## src/rtl/bomb_pkg.sv

```systemverilog
// Shared encodings for the bomb game stages: game state and register control.
package bomb_pkg;

  typedef enum logic [1:0] {
    IDLE     = 2'd0,
    ARMED    = 2'd1,
    DEFUSED  = 2'd2,
    EXPLODED = 2'd3
  } state_t;

  typedef enum logic [1:0] {
    NONE = 2'd0,
    LOAD = 2'd1,
    INCR = 2'd2,
    DECR = 2'd3
  } reg_op_t;

endpackage

```

## src/rtl/bomb_register.sv

```systemverilog
// Loadable up/down counter shared by the bomb stages; saturates at both ends.
module bomb_register
  import bomb_pkg::*;
#(
  parameter int WIDTH = 8
) (
  input  logic             clk,
  input  logic             async_reset,
  input  reg_op_t          op,
  input  logic [WIDTH-1:0] load_value,
  output logic [WIDTH-1:0] value
);

  // Saturating so a stray INCR/DECR can never wrap the count.
  always_ff @(posedge clk or posedge async_reset) begin
    if (async_reset) begin
      value <= {WIDTH{1'b0}};
    end else begin
      case (op)
        LOAD: value <= load_value;
        INCR: if (value != {WIDTH{1'b1}}) value <= value + {{(WIDTH-1){1'b0}}, 1'b1};
        DECR: if (value != {WIDTH{1'b0}}) value <= value - {{(WIDTH-1){1'b0}}, 1'b1};
        NONE: value <= value;
        default: value <= value;
      endcase
    end
  end

endmodule

```

## src/rtl/bomb_countdown.sv

```systemverilog
// Bomb game controller: arm, count down on second ticks, defuse or detonate.
module bomb_countdown
  import bomb_pkg::*;
#(
  parameter int WIDTH          = 8,
  parameter int DEFAULT_TIME   = 60,
  parameter int WARN_THRESHOLD = 10
) (
  input  logic             clk,
  input  logic             async_reset,
  input  logic             arm,
  input  logic             defuse,
  input  logic             restart,
  input  logic [WIDTH-1:0] load_time,
  input  logic             half_second,
  input  logic             second,
  output logic             timer_enabled,
  output logic             timer_clear,
  output logic [WIDTH-1:0] remaining,
  output logic             led,
  output logic             warning,
  output logic             defused,
  output logic             exploded
);

  state_t           state;
  reg_op_t          reg_op;
  logic [WIDTH-1:0] reg_load;

  bomb_register #(.WIDTH(WIDTH)) u_remaining (
    .clk        (clk),
    .async_reset(async_reset),
    .op         (reg_op),
    .load_value (reg_load),
    .value      (remaining)
  );

  // Counter control: load on arm/restart, step down on a second tick while armed.
  always_comb begin
    reg_op   = NONE;
    reg_load = {WIDTH{1'b0}};
    case (state)
      IDLE: begin
        if (arm) begin
          reg_op   = LOAD;
          reg_load = (load_time == {WIDTH{1'b0}}) ? WIDTH'(DEFAULT_TIME) : load_time;
        end else begin
          reg_op = NONE;
        end
      end
      ARMED: begin
        if (!defuse && second && (remaining != {WIDTH{1'b0}})) begin
          reg_op = DECR;
        end else begin
          reg_op = NONE;
        end
      end
      DEFUSED, EXPLODED: begin
        if (restart) begin
          reg_op = LOAD;
        end else begin
          reg_op = NONE;
        end
      end
      default: reg_op = NONE;
    endcase
  end

  always_ff @(posedge clk or posedge async_reset) begin
    if (async_reset) begin
      state    <= IDLE;
      led      <= 1'b0;
      defused  <= 1'b0;
      exploded <= 1'b0;
    end else begin
      case (state)
        IDLE: begin
          if (arm) begin
            state <= ARMED;
            led   <= 1'b0;
          end
        end
        ARMED: begin
          // Defuse wins over a tick; a detonating tick overrides the blink.
          if (defuse) begin
            state   <= DEFUSED;
            led     <= 1'b1;
            defused <= 1'b1;
          end else if (second && (remaining == {{(WIDTH-1){1'b0}}, 1'b1})) begin
            state    <= EXPLODED;
            led      <= 1'b0;
            exploded <= 1'b1;
          end else if (half_second) begin
            led <= ~led;
          end
        end
        DEFUSED: begin
          if (restart) begin
            state   <= IDLE;
            led     <= 1'b0;
            defused <= 1'b0;
          end
        end
        EXPLODED: begin
          if (restart) begin
            state    <= IDLE;
            led      <= 1'b0;
            exploded <= 1'b0;
          end
        end
        default: begin
          state    <= IDLE;
          led      <= 1'b0;
          defused  <= 1'b0;
          exploded <= 1'b0;
        end
      endcase
    end
  end

  assign timer_enabled = (state == ARMED);
  assign timer_clear   = (state != ARMED);
  assign warning       = (state == ARMED) && (remaining != {WIDTH{1'b0}}) &&
                         (remaining <= WIDTH'(WARN_THRESHOLD));

endmodule
```

## config.mk

```make
export PLATFORM = sky130hd
export DESIGN_NAME = bomb_countdown
export DESIGN_NICKNAME = d
export VERILOG_FILES = /design/src/rtl/bomb_pkg.sv /design/src/rtl/bomb_register.sv /design/src/rtl/bomb_countdown.sv
export SDC_FILE = /design/constraint.sdc
export NUM_CORES = 1
export LEC_CHECK = 0
export ABC_AREA = 1
export BUFFER_PORTS_ARGS = -buffer_cell sky130_fd_sc_hd__buf_2
export CORE_UTILIZATION = 55
export CTS_BUF_LIST = sky130_fd_sc_hd__clkbuf_8
export DETAILED_ROUTE_END_ITERATION = 12
export PLACE_DENSITY = 0.87
export SETUP_SLACK_MARGIN = 0.2
export SLEW_MARGIN = 15
export SYNTH_ARGS = -nofsm -noshare
export SYNTH_HDL_FRONTEND = slang
export SYNTH_HIERARCHICAL = 1
export SYNTH_SLANG_ARGS = --single-unit
```

## constraint.sdc

```tcl
create_clock -name clk -period 2.5 [get_ports clk]
set_clock_uncertainty 0.05 [all_clocks]
set_input_delay 0.25 -clock clk [delete_from_list [all_inputs] [get_ports clk]]
set_output_delay 0.25 -clock clk [all_outputs]
set_load 0.02 [all_outputs]
```

# Yosys cells after proc, flatten, opt, wreduce, memory -nomap -nowiden
# Cells that the tools add are included.
# totals
ff_bits,13
romBits,0
in_bits,15
mem_bits_rw,0
latchBits,0
wordCells,74
mem_count,0
# op_classes
order_cmp,1
n_bitwise,2
div,0
n_addsub,2
muxes,26
eq_ne,20
n_reduce_logical,18
multipliers,0
shift,0
# ops
operator,count
8-bit 2-to-1 mux,5
8-bit case mux with 3 select lines,1
"2-bit inequality test, second input constant",6
2-bit case mux with 3 select lines,2
3-bit AND reduction,4
1-bit 2-to-1 mux,10
2-bit 2-to-1 mux,5
"8-bit by 1-bit adder with 8-bit output, second input constant",1
"2-bit equality test, second input constant",4
"8-bit by 1-bit equality test with 1-bit output, second input constant",1
"8-bit by 4-bit <= comparator with 1-bit output, second input constant",1
8-bit zero test,1
"2-bit by 1-bit inequality test with 1-bit output, second input constant",4
"8-bit inequality test, second input constant",1
8-bit nonzero test,1
"8-bit by 1-bit subtractor with 8-bit output, second input constant",1
1-bit logical AND,5
"2-bit by 1-bit equality test with 1-bit output, second input constant",2
2-bit zero test,2
"4-bit by 3-bit inequality test with 1-bit output, second input constant",1
1-bit case mux with 2 select lines,2
4-bit AND reduction,1
2-bit nonzero test,2
"3-bit by 2-bit inequality test with 1-bit output, second input constant",1
other kinds (4),5

# Logic depth before layout (Yosys ltp)
# Gate-level depths: netlist (run 1).
# logic_depth
depth_word,8
depth_mapped,22
ltp_nobuf,21

# Modules after synthesis
# The synthesis (run 1) kept the hierarchy.
# by_module_without_submodules
mod,cells_each,seq_area_each_um2,area_each_um2,n_inst
bomb_register,137,200.2,787.0,1
bomb_countdown,75,125.1,451.7,1

# Worst setup path after synthesis (run 1)
# No wires, ideal clock.
# synth_path
path_kind,register to register
start,reg u_remaining.value[2]
end,reg u_remaining.value[6]
path_stages_with_launch,23
t_arrival_ps,2184
slack_ps,144
n_path_buf,1
cell_sequence,dfrtp_1 inv_1 nand2_1 nor3_1 nand2_1 nand3_1 nand3_1 buf_4 nand2_2 nand2_1 nand2_1 inv_1 ha_1 inv_1 nand2_1 inv_1 nor2_1 nand3_1 nand2_1 nand2_1 nand3_1 nand2_1 o21ai_1
# synth_between
elab_chain_len,7
elab_cells_between_ends,18
# synth_rtl
item,line_no,rtl
"start, declared",bomb_register.sv:11,output logic [WIDTH-1:0] value
"start signal, assigned",bomb_register.sv:17,value <= {WIDTH{1'b0}};
"start signal, assigned",bomb_register.sv:20,LOAD: value <= load_value;
"start signal, assigned",bomb_register.sv:21,"INCR: if (value != {WIDTH{1'b1}}) value <= value + {{(WIDTH-1){1'b0}}, 1'b1};"
8-bit nonzero test *,bomb_countdown.sv:52,if (!defuse && second && (remaining != {WIDTH{1'b0}})) begin
1-bit logical AND *,bomb_countdown.sv:52,
2-bit 2-to-1 mux *,bomb_countdown.sv:52,
2-bit case mux with 3 select lines *,bomb_countdown.sv:42,case (state)
named net reg_op[0],bomb_countdown.sv:27,reg_op_t reg_op;
2-bit equality test or 2-bit zero test (tied branches),bomb_register.sv:19,case (op)
"2-bit by 1-bit inequality test with 1-bit output (no line), or another cell as far along",-,
3-bit AND reduction (no line),-,
# The timed path passes the listed nets; every way through them passes the cells marked *. The select of a mux whose other input is x is not followed.
# A chain may end at the register's enable or synchronous reset.

# Worst setup path after layout (run 1)
# layout_path
start,reg u_remaining.value[3]
end,reg u_remaining.value[4]
# Same word-level chain as after synthesis.

==> out/qor.txt, run 1 <==
Status -> finished clean
Combinational share of power -> 67.0%
GP Congestion -> 0.914
Mapped cell area -> 1240 um2
Placeable Area -> 2040 um2
Worst path cell trace -> inv_2 -> nand2_4 -> nor3_4 -> nand2_1 -> nand3_2 -> nand3_4 -> nand3_2 -> nand2_2 -> inv_2 -> ha_1 -> inv_1 -> nand2_2 -> nand3_2 -> o21ai_2 -> inv_1 -> nand2_1 -> nand3_1 -> nand2_1 -> o21ai_1
Initial DRT Pass Iterations -> 4
Pins Over Slew Limit -> 0
Largest cells by area after synthesis -> dfrtp_1, nand2_1, nor2_1
Ys async rst share -> 100%
Top-count cell post-synth -> nand2_1
Crit start category -> register
P_int -> 0.856 mW
ANT nets after route -> 0
Sw Ratio -> 53.2%
Grt total ovfl -> 0
CP max stage cell -> dfrtp_2
Initial DRC count -> 53
Clk Latency, worst-skew pair -> 0.25 ns
Average size of a mapped cell -> 5.84 um2
Vias post-DR -> 1484
Vias in the first global route -> 1231
Avg WL per Cell -> 12.3 um
Post-synth EDFFs -> 0
GRT Total Usage -> 28.1%
DP Area -> 1440 um2
MaxCap Viol Count -> 0
Setup violators final -> 0
Initial antenna violation count -> 0
WS Path Type -> register to register
Final WL -> 3450 um
Crit path max fanout -> 4
Area grow syn2layout -> 33.6%
Largest delay share family, worst path -> simple AND/OR/NAND/NOR gates
Ports -> 29
Max H-tree Level -> 1
I/O Buffers -> 28
First-pass GRT wire length -> 5300 um
Remaining DRCs -> 0
Power density cells -> 1100 nW/um2
CTS tree -> yes
Fin util -> 81.1%
TritonCTS Buffers -> 3
Die W -> 49.5 um
Worst Hold Class -> primary input to register
Antenna Cells -> 0
Initial Util -> 60.7%
Max Buffers Root-to-Sink -> 2
Register area share after synthesis -> 26.3%
WP buf/inv -> 4
Worst vdd ir -> 0.000962 V
Final period util -> 88.4%
Row cnt -> 16
Yosys warning total -> 6
Most frequent cells after synthesis -> nand2_1, nor2_1, inv_1, nand3_1, dfrtp_1
Reg power frac -> 22.4%
Setup TNS -> 0 ns
Unique cell type count in the Yosys netlist -> 26
Fmax -> 0.452 GHz
Clock Root Buffer -> clkbuf_8
Clock share of power -> 10.6%
Hpwl dp -> 2470 um
Via-to-Cell Ratio -> 5.28
Worst-margin pin slew -> 0.312 ns
Yosys top cell area share -> 26.3%
Cells after Synth -> 212
Share of cells above drive strength 1 -> 37.0%
Fillers -> 163
Net Sw Power -> 0.973 mW
Slew margin rel. -> 79.2%
Yosys top cell by area -> dfrtp_1
RSZ-0062 raised after global routing -> true
Final Hold Vio Count -> 0
Layout Nets -> 271
Clock sinks -> 13
Mapped Nets -> 228
Minimum clock period -> 2.21 ns
CP arrival -> 2.29 ns
Die Ht -> 49.5 um
Design area -> 1660 um2
Main synth FF type -> dfrtp_1
Crit-path max cell delay -> 0.43 ns
Pleak -> 0.875 nW
Die ar. -> 2450 um2
Largest net degree at the start of global routing -> 22
Crit end category -> register
FF+latch count, synth -> 13
Reg clk slew, reported paths -> 0.06 ns
CP required -> 2.58 ns
==> routing by layer <==
layer | routed length, um | GRT usage [%] | up-vias | part of all wire, %
met1 | 1530 | 37.7 | 669 | 44
li1 | - | - | 754 | -
met4 | 35 | 8.57 | 0 | 1.0
met5 | 0 | 0 | - | 0
met3 | 176 | 3.70 | 5 | 5.1
met2 | 1710 | 47.0 | 56 | 49
==> final timing paths <==
| kind | depth (start not counted) | end | startpoint | slack (ns) |
|---|---|---|---|---|
| min in group asynchronous | 3 | exploded$_DFFE_PP0P_ | async_reset | 0.42 |
| hold / removal | 2 | exploded$_DFFE_PP0P_ | defuse | 0.20 |
| hold reg to reg | 2 | defused$_DFFE_PP0P_ | defused$_DFFE_PP0P_ | 0.45 |
| max in group asynchronous | 3 | u_remaining/value[5]$_DFFE_PP0P_ | async_reset | 1.68 |
| setup / recovery | 19 | u_remaining/value[4]$_DFFE_PP0P_ | u_remaining/value[3]$_DFFE_PP0P_ | 0.29 |
| setup reg to reg | 19 | u_remaining/value[4]$_DFFE_PP0P_ | u_remaining/value[3]$_DFFE_PP0P_ | 0.29 |
==> kinds of logic (layout without fill, tap and decap cells) <==
family          count (synthesis)  in the layout  synth area share [%]
fa+ha+maj                       1              1                  1.01
simple gates                  140            140                  51.1
compound gates                 19             19                  8.48
buf+inv                        38             80                  12.4
flops                          13             13                  26.3
xor+xnor                        1              1                 0.707
==> power by group through the flow <==
stage	combinational (mW)	sequential (mW)	clock [mW]
global route	1.34	0.425	0.205
CTS	1.03	0.404	0.192
floorplan	0.649	0.500	0
finish	1.22	0.409	0.194
global placement	1.01	0.402	0
detailed placement	1.03	0.408	0
==> flip-flops by register name, indices dropped and copies added, names as in the netlist <==
name               count
defused                1
exploded               1
led                    1
state                  2
u_remaining/value      8
==> cell type report <==
class                   instances  area [um2]  share of cell area (%)
multi-input cells             161         857                    51.8
inverters                      35         131                    7.94
flip-flops and latches         13         332                    20.0
well taps                      27        33.8                    2.04
clock buffers                   3        41.3                    2.49
clock inverters                 1        5.00                   0.302
repair buffers                 41         255                    15.4
==> placed cells by master, fill, tap and decap left out, drive strengths merged, types with 2 or more instances in the layout <==
| cell | n |
|---|---|
| clkbuf | 3 |
| nor2 | 38 |
| or2 | 2 |
| o21ai | 13 |
| nor3 | 3 |
| dfrtp | 13 |
| nand4 | 5 |
| buf | 40 |
| nand3 | 24 |
| nand2 | 67 |
| inv | 35 |
| a21oi | 2 |
| a31oi | 3 |
==> metrics by stage <==
step                instances  worst slack [ns]  hold slack, ns  power [mW]
global placement          269             0.259           0.128        1.42
finish                    281             0.289           0.197        1.83
CTS                       274             0.205           0.186        1.63
global route              281             0.150           0.199        1.97
floorplan                 212             0.206         -0.0215        1.15
detailed placement        269             0.212           0.136        1.43
==> worst register-to-register path, cell delays in order, from the launching register on <==
cell and delay (ns):
dfrtp_2 0.43, inv_2 0.10, nand2_4 0.06, nor3_4 0.16, nand2_1 0.08, nand3_2 0.10, nand3_4 0.10, nand3_2 0.12
nand2_2 0.07, inv_2 0.05, ha_1 0.12, inv_1 0.05, nand2_2 0.08, nand3_2 0.09, o21ai_2 0.13, inv_1 0.05
nand2_1 0.05, nand3_1 0.09, nand2_1 0.07, o21ai_1 0.07
==> repair_timing <==
action                                  in CTS  in global routing
hold endpoints to repair                    13                  0
hold buffers                                 1                  0
resized for setup                            0                 36
endpoints found under the setup margin       0                  6
buffers inserted                             0                  7
Power figures use the tool's default switching activity.
==> run 2: changes to the inputs <==
--- a/config.mk
+++ b/config.mk
@@ -6,7 +6,7 @@
 export NUM_CORES = 1
 export LEC_CHECK = 0
 export ABC_AREA = 1
-export BUFFER_PORTS_ARGS = -buffer_cell sky130_fd_sc_hd__buf_2
+export BUFFER_PORTS_ARGS = -buffer_cell sky130_fd_sc_hd__buf_4
 export CORE_UTILIZATION = 55
 export CTS_BUF_LIST = sky130_fd_sc_hd__clkbuf_8
 export DETAILED_ROUTE_END_ITERATION = 12
==> run 2 against run 1 <==
  * Global-route usage increased by 4.7 points
  * Register-to-register slack got worse by 0.20 ns
  * Die area unchanged
  * Sequential cell count unchanged
  * Final area increased by 8.5%
  * First-iteration DRC count increased to 3.9 times the previous value
  * Sequential power increased by 2%
  * Clock power decreased by 5%
  * Fmax decreased by 8.4%
  * Routed wire length increased by 47%
  * Combinational power increased by 24%
  * Core utilization increased by 6.9 points
==> out/qor.txt, run 2 (same netlist as run 1, synthesis figures left out) <==
Status -> finished clean (unchanged)
Fin util -> 88.0% (was 81.1%)
Largest Register -> u_remaining/value (unchanged)
FF-to-FF path depth -> 20 (was 19)
Worst-margin pin slew -> 0.324 ns (was 0.312 ns)
Commonest non-fill, non-tap cell in the layout -> nand2_1 (unchanged)
Worst path cell trace -> nor2_1 -> and2_4 -> nand2_2 -> nand3_4 -> nand3_4 -> nand2_2 -> nand2_2 -> nand2_4 -> inv_2 -> ha_1 -> inv_1 -> nand2_2 -> inv_2 -> nor2_1 -> nand3_1 -> nand2_1 -> nand2_1 -> nand3_1 -> nand2_1 -> o21ai_1 (was inv_2 -> nand2_4 -> nor3_4 -> nand2_1 -> nand3_2 -> nand3_4 -> nand3_2 -> nand2_2 -> inv_2 -> ha_1 -> inv_1 -> nand2_2 -> nand3_2 -> o21ai_2 -> inv_1 -> nand2_1 -> nand3_1 -> nand2_1 -> o21ai_1)
Fmax -> 0.414 GHz (was 0.452 GHz)
Crit end category -> register (unchanged)
Initial DRT Pass Iterations -> 8 (was 4)
CTS tree -> yes (unchanged)
I/O Buffers -> 28 (unchanged)
Clock sinks -> 13 (unchanged)
Most used routing layer -> met2 (unchanged)
Hold Crit Start -> defuse (unchanged)
Die Ht -> 49.5 um (unchanged)
Worst Hold Class -> primary input to register (unchanged)
Via-to-Cell Ratio -> 6.00 (was 5.28)
Sw Ratio -> 53.2% (about the same)
Row cnt -> 16 (unchanged)
Met1 usage -> 41.9% (was 37.7%)
Reg power frac -> 19.8% (was 22.4%)
Clock share of power -> 8.7% (was 10.6%)
Remaining DRCs -> 0 (unchanged)
Worst Hold Path EP -> exploded$_DFFE_PP0P_ (unchanged)
Crit path max fanout -> 6 (was 4)
Final Hold Vio Count -> 0 (unchanged)
Top Registers -> u_remaining/value x8, state x2 (unchanged)
Slew margin rel. -> 78.2% (was 79.2%)
CP required -> 2.57 ns (was 2.58 ns)
Placeable Area -> 2040 um2 (unchanged)
RSZ-0062 raised after global routing -> true (unchanged)
Dpl ws -> 0.138 ns (was 0.212 ns)
Setup violators final -> 0 (unchanged)
P_int -> 0.988 mW (was 0.856 mW)
Max reg flops -> 8 (unchanged)
Reg clk slew, reported paths -> 0.06 ns (about the same)
GP Congestion -> 0.933 (was 0.914)
Die ar. -> 2450 um2 (unchanged)
Final WL -> 5070 um (was 3450 um)
Net Sw Power -> 1.12 mW (was 0.973 mW)
Share of cells above drive strength 1 -> 38.8% (was 37.0%)
Initial Util -> 60.7% (unchanged)
Pleak -> 0.925 nW (was 0.875 nW)
Power density cells -> 1180 nW/um2 (was 1100 nW/um2)
Largest delay share family, worst path -> simple AND/OR/NAND/NOR gates (unchanged)
GR Layer Usage met2 -> 56.8% (was 47.0%)
TritonCTS Buffers -> 3 (unchanged)
GRT Total Usage -> 32.9% (was 28.1%)
R2r endpoint -> u_remaining/value[6]$_DFFE_PP0P_ (was u_remaining/value[4]$_DFFE_PP0P_)
Grt total ovfl -> 0 (unchanged)
Pins Over Slew Limit -> 0 (unchanged)
CP max stage cell -> dfrtp_2 (unchanged)
Ports -> 29 (unchanged)
Hpwl dp -> 2720 um (was 2470 um)
Vias post-DR -> 1739 (was 1484)
Max Buffers Root-to-Sink -> 2 (unchanged)
WS Path Type -> register to register (unchanged)
Final Non-Filler Cells -> 290 (was 281)
MaxCap Viol Count -> 0 (unchanged)
CP arrival -> 2.48 ns (was 2.29 ns)
Placed cells -> 269 (unchanged)
Hold depth -> 2 (unchanged)
Worst vdd ir -> 0.00108 V (was 0.000962 V)
Largest net degree at the start of global routing -> 22 (unchanged)
Avg WL per Cell -> 17.5 um (was 12.3 um)
Vias in the first global route -> 1436 (was 1231)
Clock Root Buffer -> clkbuf_8 (unchanged)
Initial antenna violation count -> 0 (unchanged)
Most frequent cells in the layout -> nand2_1, buf_4, nor2_1 (was nand2_1, nor2_1, buf_2)
Setup TNS -> 0 ns (unchanged)
Max H-tree Level -> 1 (unchanged)
ANT nets after route -> 0 (unchanged)
First-pass GRT wire length -> 6180 um (was 5300 um)
Area grow syn2layout -> 45.1% (was 33.6%)
Layout Nets -> 280 (was 271)
FF-to-FF setup slack -> 0.09 ns (was 0.29 ns)
Antenna Cells -> 0 (unchanged)
Crit Reg-Reg Startpoint -> u_remaining/value[5]$_DFFE_PP0P_ (was u_remaining/value[3]$_DFFE_PP0P_)
Final WS setup -> 0.0866 ns (was 0.289 ns)
Pwr Total -> 2.11 mW (was 1.83 mW)
WP buf/inv -> 3 (was 4)
CP most frequent cell -> nand2_2
GRT met3 Usage -> 3.40% (was 3.70%)
Minimum clock period -> 2.41 ns (was 2.21 ns)
Die W -> 49.5 um (unchanged)
Initial DRC count -> 208 (was 53)
Combinational share of power -> 71.5% (was 67.0%)
Crit-path max cell delay -> 0.44 ns (was 0.43 ns)
Final period util -> 96.5% (was 88.4%)
Clk Latency, worst-skew pair -> 0.24 ns (was 0.25 ns)
Crit start category -> register (unchanged)
## run 2: how the worst max path moves through the flow
stage,end,slack (ns),from,depth (start not counted)
finish,u_remaining/value[6]$_DFFE_PP0P_,0.09,u_remaining/value[5]$_DFFE_PP0P_,20
floorplan,u_remaining/value[4]$_DFFE_PP0P_,0.21,u_remaining/value[5]$_DFFE_PP0P_,20
global placement,u_remaining/value[4]$_DFFE_PP0P_,0.27,u_remaining/value[2]$_DFFE_PP0P_,19
global route,u_remaining/value[4]$_DFFE_PP0P_,-0.04,u_remaining/value[5]$_DFFE_PP0P_,19
detailed placement,u_remaining/value[4]$_DFFE_PP0P_,0.14,u_remaining/value[2]$_DFFE_PP0P_,19
CTS,u_remaining/value[4]$_DFFE_PP0P_,0.22,u_remaining/value[5]$_DFFE_PP0P_,19
## run 2: area by class of cell
class | count | area [um2]
clock inverters | 1 | 3.75
multi-input cells | 161 | 871
inverters | 35 | 131
clock buffers | 3 | 41.3
repair buffers | 50 | 382
fillers | 117 | 245
flip-flops and latches | 13 | 334
well taps | 27 | 33.8
## run 2: timing repair
| item | in CTS | in global routing |
|---|---|---|
| buffers inserted | 3 | 13 |
| gates resized for setup | 3 | 34 |
| endpoints found under the setup margin | 1 | 6 |
| hold endpoints to repair | 13 | 0 |
| pin swaps | 1 | 13 |
| hold buffers | 1 | 0 |
| gates cloned | 0 | 0 |
## run 2: per-layer routing
metal | share of wire (%) | up-vias
li1 | - | 766
met1 | 36 | 761
met2 | 48 | 166
met3 | 10 | 46
met4 | 5.9 | 0
met5 | 0 | -
## run 2: power groups by stage
stage	Clock [mW]	Sequential (mW)	Combinational, mW
finish	0.184	0.417	1.51
global route	0.195	0.423	1.60
detailed placement	0	0.410	1.10
floorplan	0	0.500	0.649
CTS	0.180	0.394	1.16
global placement	0	0.404	1.06
## run 2: stage by stage
step	cell area [um2]	hold slack, ns
final	1800	0.179
after global routing	1800	0.189
after CTS	1600	0.193
after detailed placement	1510	0.132
after global placement	1510	0.123
after floorplan	1250	-0.0215
==> run 3: changes to the inputs <==
--- a/config.mk
+++ b/config.mk
@@ -10,6 +10,7 @@
 export CORE_UTILIZATION = 55
 export CTS_BUF_LIST = sky130_fd_sc_hd__clkbuf_8
 export DETAILED_ROUTE_END_ITERATION = 12
+export GPL_ROUTABILITY_DRIVEN = 0
 export PLACE_DENSITY = 0.87
 export SETUP_SLACK_MARGIN = 0.2
 export SLEW_MARGIN = 15
==> constraint.sdc (replaced) <==
create_clock -name clk -period 3.1 [get_ports clk]
set_clock_uncertainty 0.05 [all_clocks]
set_input_delay 0.31 -clock clk [delete_from_list [all_inputs] [get_ports clk]]
set_output_delay 0.31 -clock clk [all_outputs]
set_load 0.02 [all_outputs]
==> run 3 against run 2 <==
  * Clock-buffer cell count unchanged
  * Register-to-register slack better by 0.51 ns
  * Sequential power shrank 15%
  * Final area down 14%
  * Core utilization shrank 13 points
  * Hold slack gained 0.045 ns
  * Sequential cell count is the same
  * Via count fell by 18%
  * Worst setup slack gained 0.51 ns
  * Die area stayed put
  * Largest power group unchanged
==> out/qor.txt, run 3 (same netlist as run 1, synthesis figures left out) <==
Status -> finished clean (unchanged)
RSZ-0062 raised after global routing -> false (was true)
Hpwl dp -> 2570 um (was 2720 um)
ANT nets after route -> 0 (unchanged)
Area grow syn2layout -> 24.0% (was 45.1%)
Layout Nets -> 261 (was 280)
Clk Latency, worst-skew pair -> 0.25 ns (was 0.24 ns)
Final Hold Vio Count -> 0 (unchanged)
Crit Reg-Reg Startpoint -> u_remaining/value[2]$_DFFE_PP0P_ (was u_remaining/value[5]$_DFFE_PP0P_)
Top Registers -> u_remaining/value x8, state x2 (unchanged)
Fillers -> 159 (was 117)
Clock Root Buffer -> clkbuf_8 (unchanged)
Slew margin rel. -> 76.0% (was 78.2%)
First-pass GRT wire length -> 5650 um (was 6180 um)
Max Buffers Root-to-Sink -> 2 (unchanged)
Worst-margin pin slew -> 0.360 ns (was 0.324 ns)
MaxCap Viol Count -> 0 (unchanged)
Initial Util -> 60.7% (unchanged)
Via-to-Cell Ratio -> 5.24 (was 6.00)
Hold_ws -> 0.224 ns (was 0.179 ns)
Minimum clock period -> 2.50 ns (was 2.41 ns)
Placeable Area -> 2040 um2 (unchanged)
CP arrival -> 2.58 ns (was 2.48 ns)
Crit-path max cell delay -> 0.45 ns (was 0.44 ns)
Row cnt -> 16 (unchanged)
Clock sinks -> 13 (unchanged)
Most frequent cells in the layout -> nand2_1, nor2_1, inv_1 (was nand2_1, buf_4, nor2_1)
Max H-tree Level -> 1 (unchanged)
Power density cells -> 874 nW/um2 (was 1180 nW/um2)
CP required -> 3.18 ns (was 2.57 ns)
Largest net degree at the start of global routing -> 16 (was 22)
R2r endpoint -> u_remaining/value[4]$_DFFE_PP0P_ (was u_remaining/value[6]$_DFFE_PP0P_)
Worst path cell trace -> inv_1 -> nand2_1 -> nor3_1 -> nand2_1 -> nand3_1 -> nand3_2 -> nand3_1 -> nand2_1 -> inv_1 -> ha_1 -> inv_1 -> nand2_1 -> nand3_1 -> o21ai_1 -> inv_1 -> nand2_1 -> nand3_1 -> nand2_1 -> o21ai_1 (was nor2_1 -> and2_4 -> nand2_2 -> nand3_4 -> nand3_4 -> nand2_2 -> nand2_2 -> nand2_4 -> inv_2 -> ha_1 -> inv_1 -> nand2_2 -> inv_2 -> nor2_1 -> nand3_1 -> nand2_1 -> nand2_1 -> nand3_1 -> nand2_1 -> o21ai_1)
I/O Buffers -> 28 (unchanged)
Largest Register -> u_remaining/value (unchanged)
Pins Over Slew Limit -> 0 (unchanged)
Final WL -> 3300 um (was 5070 um)
Worst vdd ir -> 0.000728 V (was 0.00108 V)
Reg clk slew, reported paths -> 0.06 ns (about the same)
Ports -> 29 (unchanged)
Die ar. -> 2450 um2 (unchanged)
Avg WL per Cell -> 12.2 um (was 17.5 um)
Antenna Cells -> 0 (unchanged)
Initial DRC count -> 48 (was 208)
Setup TNS -> 0 ns (unchanged)
Crit end category -> register (unchanged)
Grt total ovfl -> 0 (unchanged)
Hold Crit Start -> defuse (unchanged)
FF-to-FF path depth -> 19 (was 20)
Commonest non-fill, non-tap cell in the layout -> nand2_1 (unchanged)
Crit start category -> register (unchanged)
FF-to-FF setup slack -> 0.60 ns (was 0.09 ns)
Vias in the first global route -> 1342 (was 1436)
Worst Hold Class -> primary input to register (unchanged)
Setup bufs post-CTS -> 0 (was 3)
CTS tree -> yes (unchanged)
GRT Total Usage -> 30.3% (was 32.9%)
Share of cells above drive strength 1 -> 22.5% (was 38.8%)
TritonCTS Buffers -> 3 (unchanged)
Crit path max fanout -> 9 (was 6)
Final period util -> 80.8% (was 96.5%)
Fmax -> 0.399 GHz (was 0.414 GHz)
Remaining DRCs -> 0 (unchanged)
Vias post-DR -> 1421 (was 1739)
Pleak -> 0.827 nW (was 0.925 nW)
Die W -> 49.5 um (unchanged)
Initial DRT Pass Iterations -> 5 (was 8)
Setup violators final -> 0 (unchanged)
Max reg flops -> 8 (unchanged)
CP most frequent cell -> nand2_1 (was nand2_2)
Initial antenna violation count -> 0 (unchanged)
CP max stage cell -> dfrtp_1 (was dfrtp_2)
Die Ht -> 49.5 um (unchanged)
Hold depth -> 2 (unchanged)
Worst Hold Path EP -> exploded$_DFFE_PP0P_ (unchanged)
WS Path Type -> register to register (unchanged)
run 3: changes by cell type in the layout (fill, tap and decap cells not counted), sizes merged:
cell,change
inv,-1
clkinv,+1
buf,-19
run 3: worst max-delay path by stage:
stage,from,end
2_1_floorplan,u_remaining/value[2]$_DFFE_PP0P_,u_remaining/value[6]$_DFFE_PP0P_
3_3_place_gp,u_remaining/value[3]$_DFFE_PP0P_,u_remaining/value[4]$_DFFE_PP0P_
3_5_place_dp,u_remaining/value[2]$_DFFE_PP0P_,u_remaining/value[4]$_DFFE_PP0P_
4_1_cts,u_remaining/value[2]$_DFFE_PP0P_,u_remaining/value[4]$_DFFE_PP0P_
5_1_grt,u_remaining/value[2]$_DFFE_PP0P_,u_remaining/value[4]$_DFFE_PP0P_
6_report,u_remaining/value[2]$_DFFE_PP0P_,u_remaining/value[4]$_DFFE_PP0P_
run 3: layout make-up:
cell class              count  area (um2)  area share [%]
inverters                  35         131            8.55
repair buffers             31         235            15.3
clock inverters             1        5.00           0.326
well taps                  27        33.8            2.20
clock buffers               3        41.3            2.69
multi-input cells         161         764            49.8
flip-flops and latches     13         325            21.2
run 3: power breakdown:
part	switching, mW	internal [mW]	leakage, nW	total [mW]
Sequential	0.114	0.242	0.167	0.356
Combinational	0.527	0.302	0.634	0.829
Clock	0.0690	0.0889	0.0255	0.158
Total	0.710	0.633	0.827	1.34
run 3: through the flow:
| step | instances | setup slack (ns) | utilization, % | total power, mW | cell area (um2) |
|---|---|---|---|---|---|
| 6_report | 271 | 0.596 | 75.2 | 1.34 | 1540 |
| 5_1_grt | 271 | 0.325 | 75.2 | 1.46 | 1540 |
| 4_1_cts | 271 | 0.533 | 75.0 | 1.33 | 1530 |
| 3_5_place_dp | 266 | 0.551 | 72.2 | 1.17 | 1480 |
| 3_3_place_gp | 266 | 0.661 | 72.2 | 1.14 | 1480 |
| 2_1_floorplan | 212 | 0.744 | - | 0.920 | 1240 |
run 3: layer usage:
layer / track usage, % / wire length, um
met4: 12.9 / 53
met1: 37.7 / 1440
met3: 4.01 / 166
met2: 52.3 / 1650
met5: 0 / 0
run 3: timing repair:
item	CTS	global route
hold buffers	1	0
hold endpoints to repair	13	0
setup endpoints to repair	0	1
resized for setup	0	1
run 3: worst max-delay path: cells and delay by family (launching register included):
| kind | cells | cell delay, ns |
|---|---|---|
| adder cells (fa/ha/maj) | 1 | 0.13 |
| flip-flops | 1 | 0.45 |
| AO/OA/AOI/OAI | 2 | 0.23 |
| buffers and inverters | 4 | 0.26 |
| AND/OR/NAND/NOR | 12 | 1.26 |
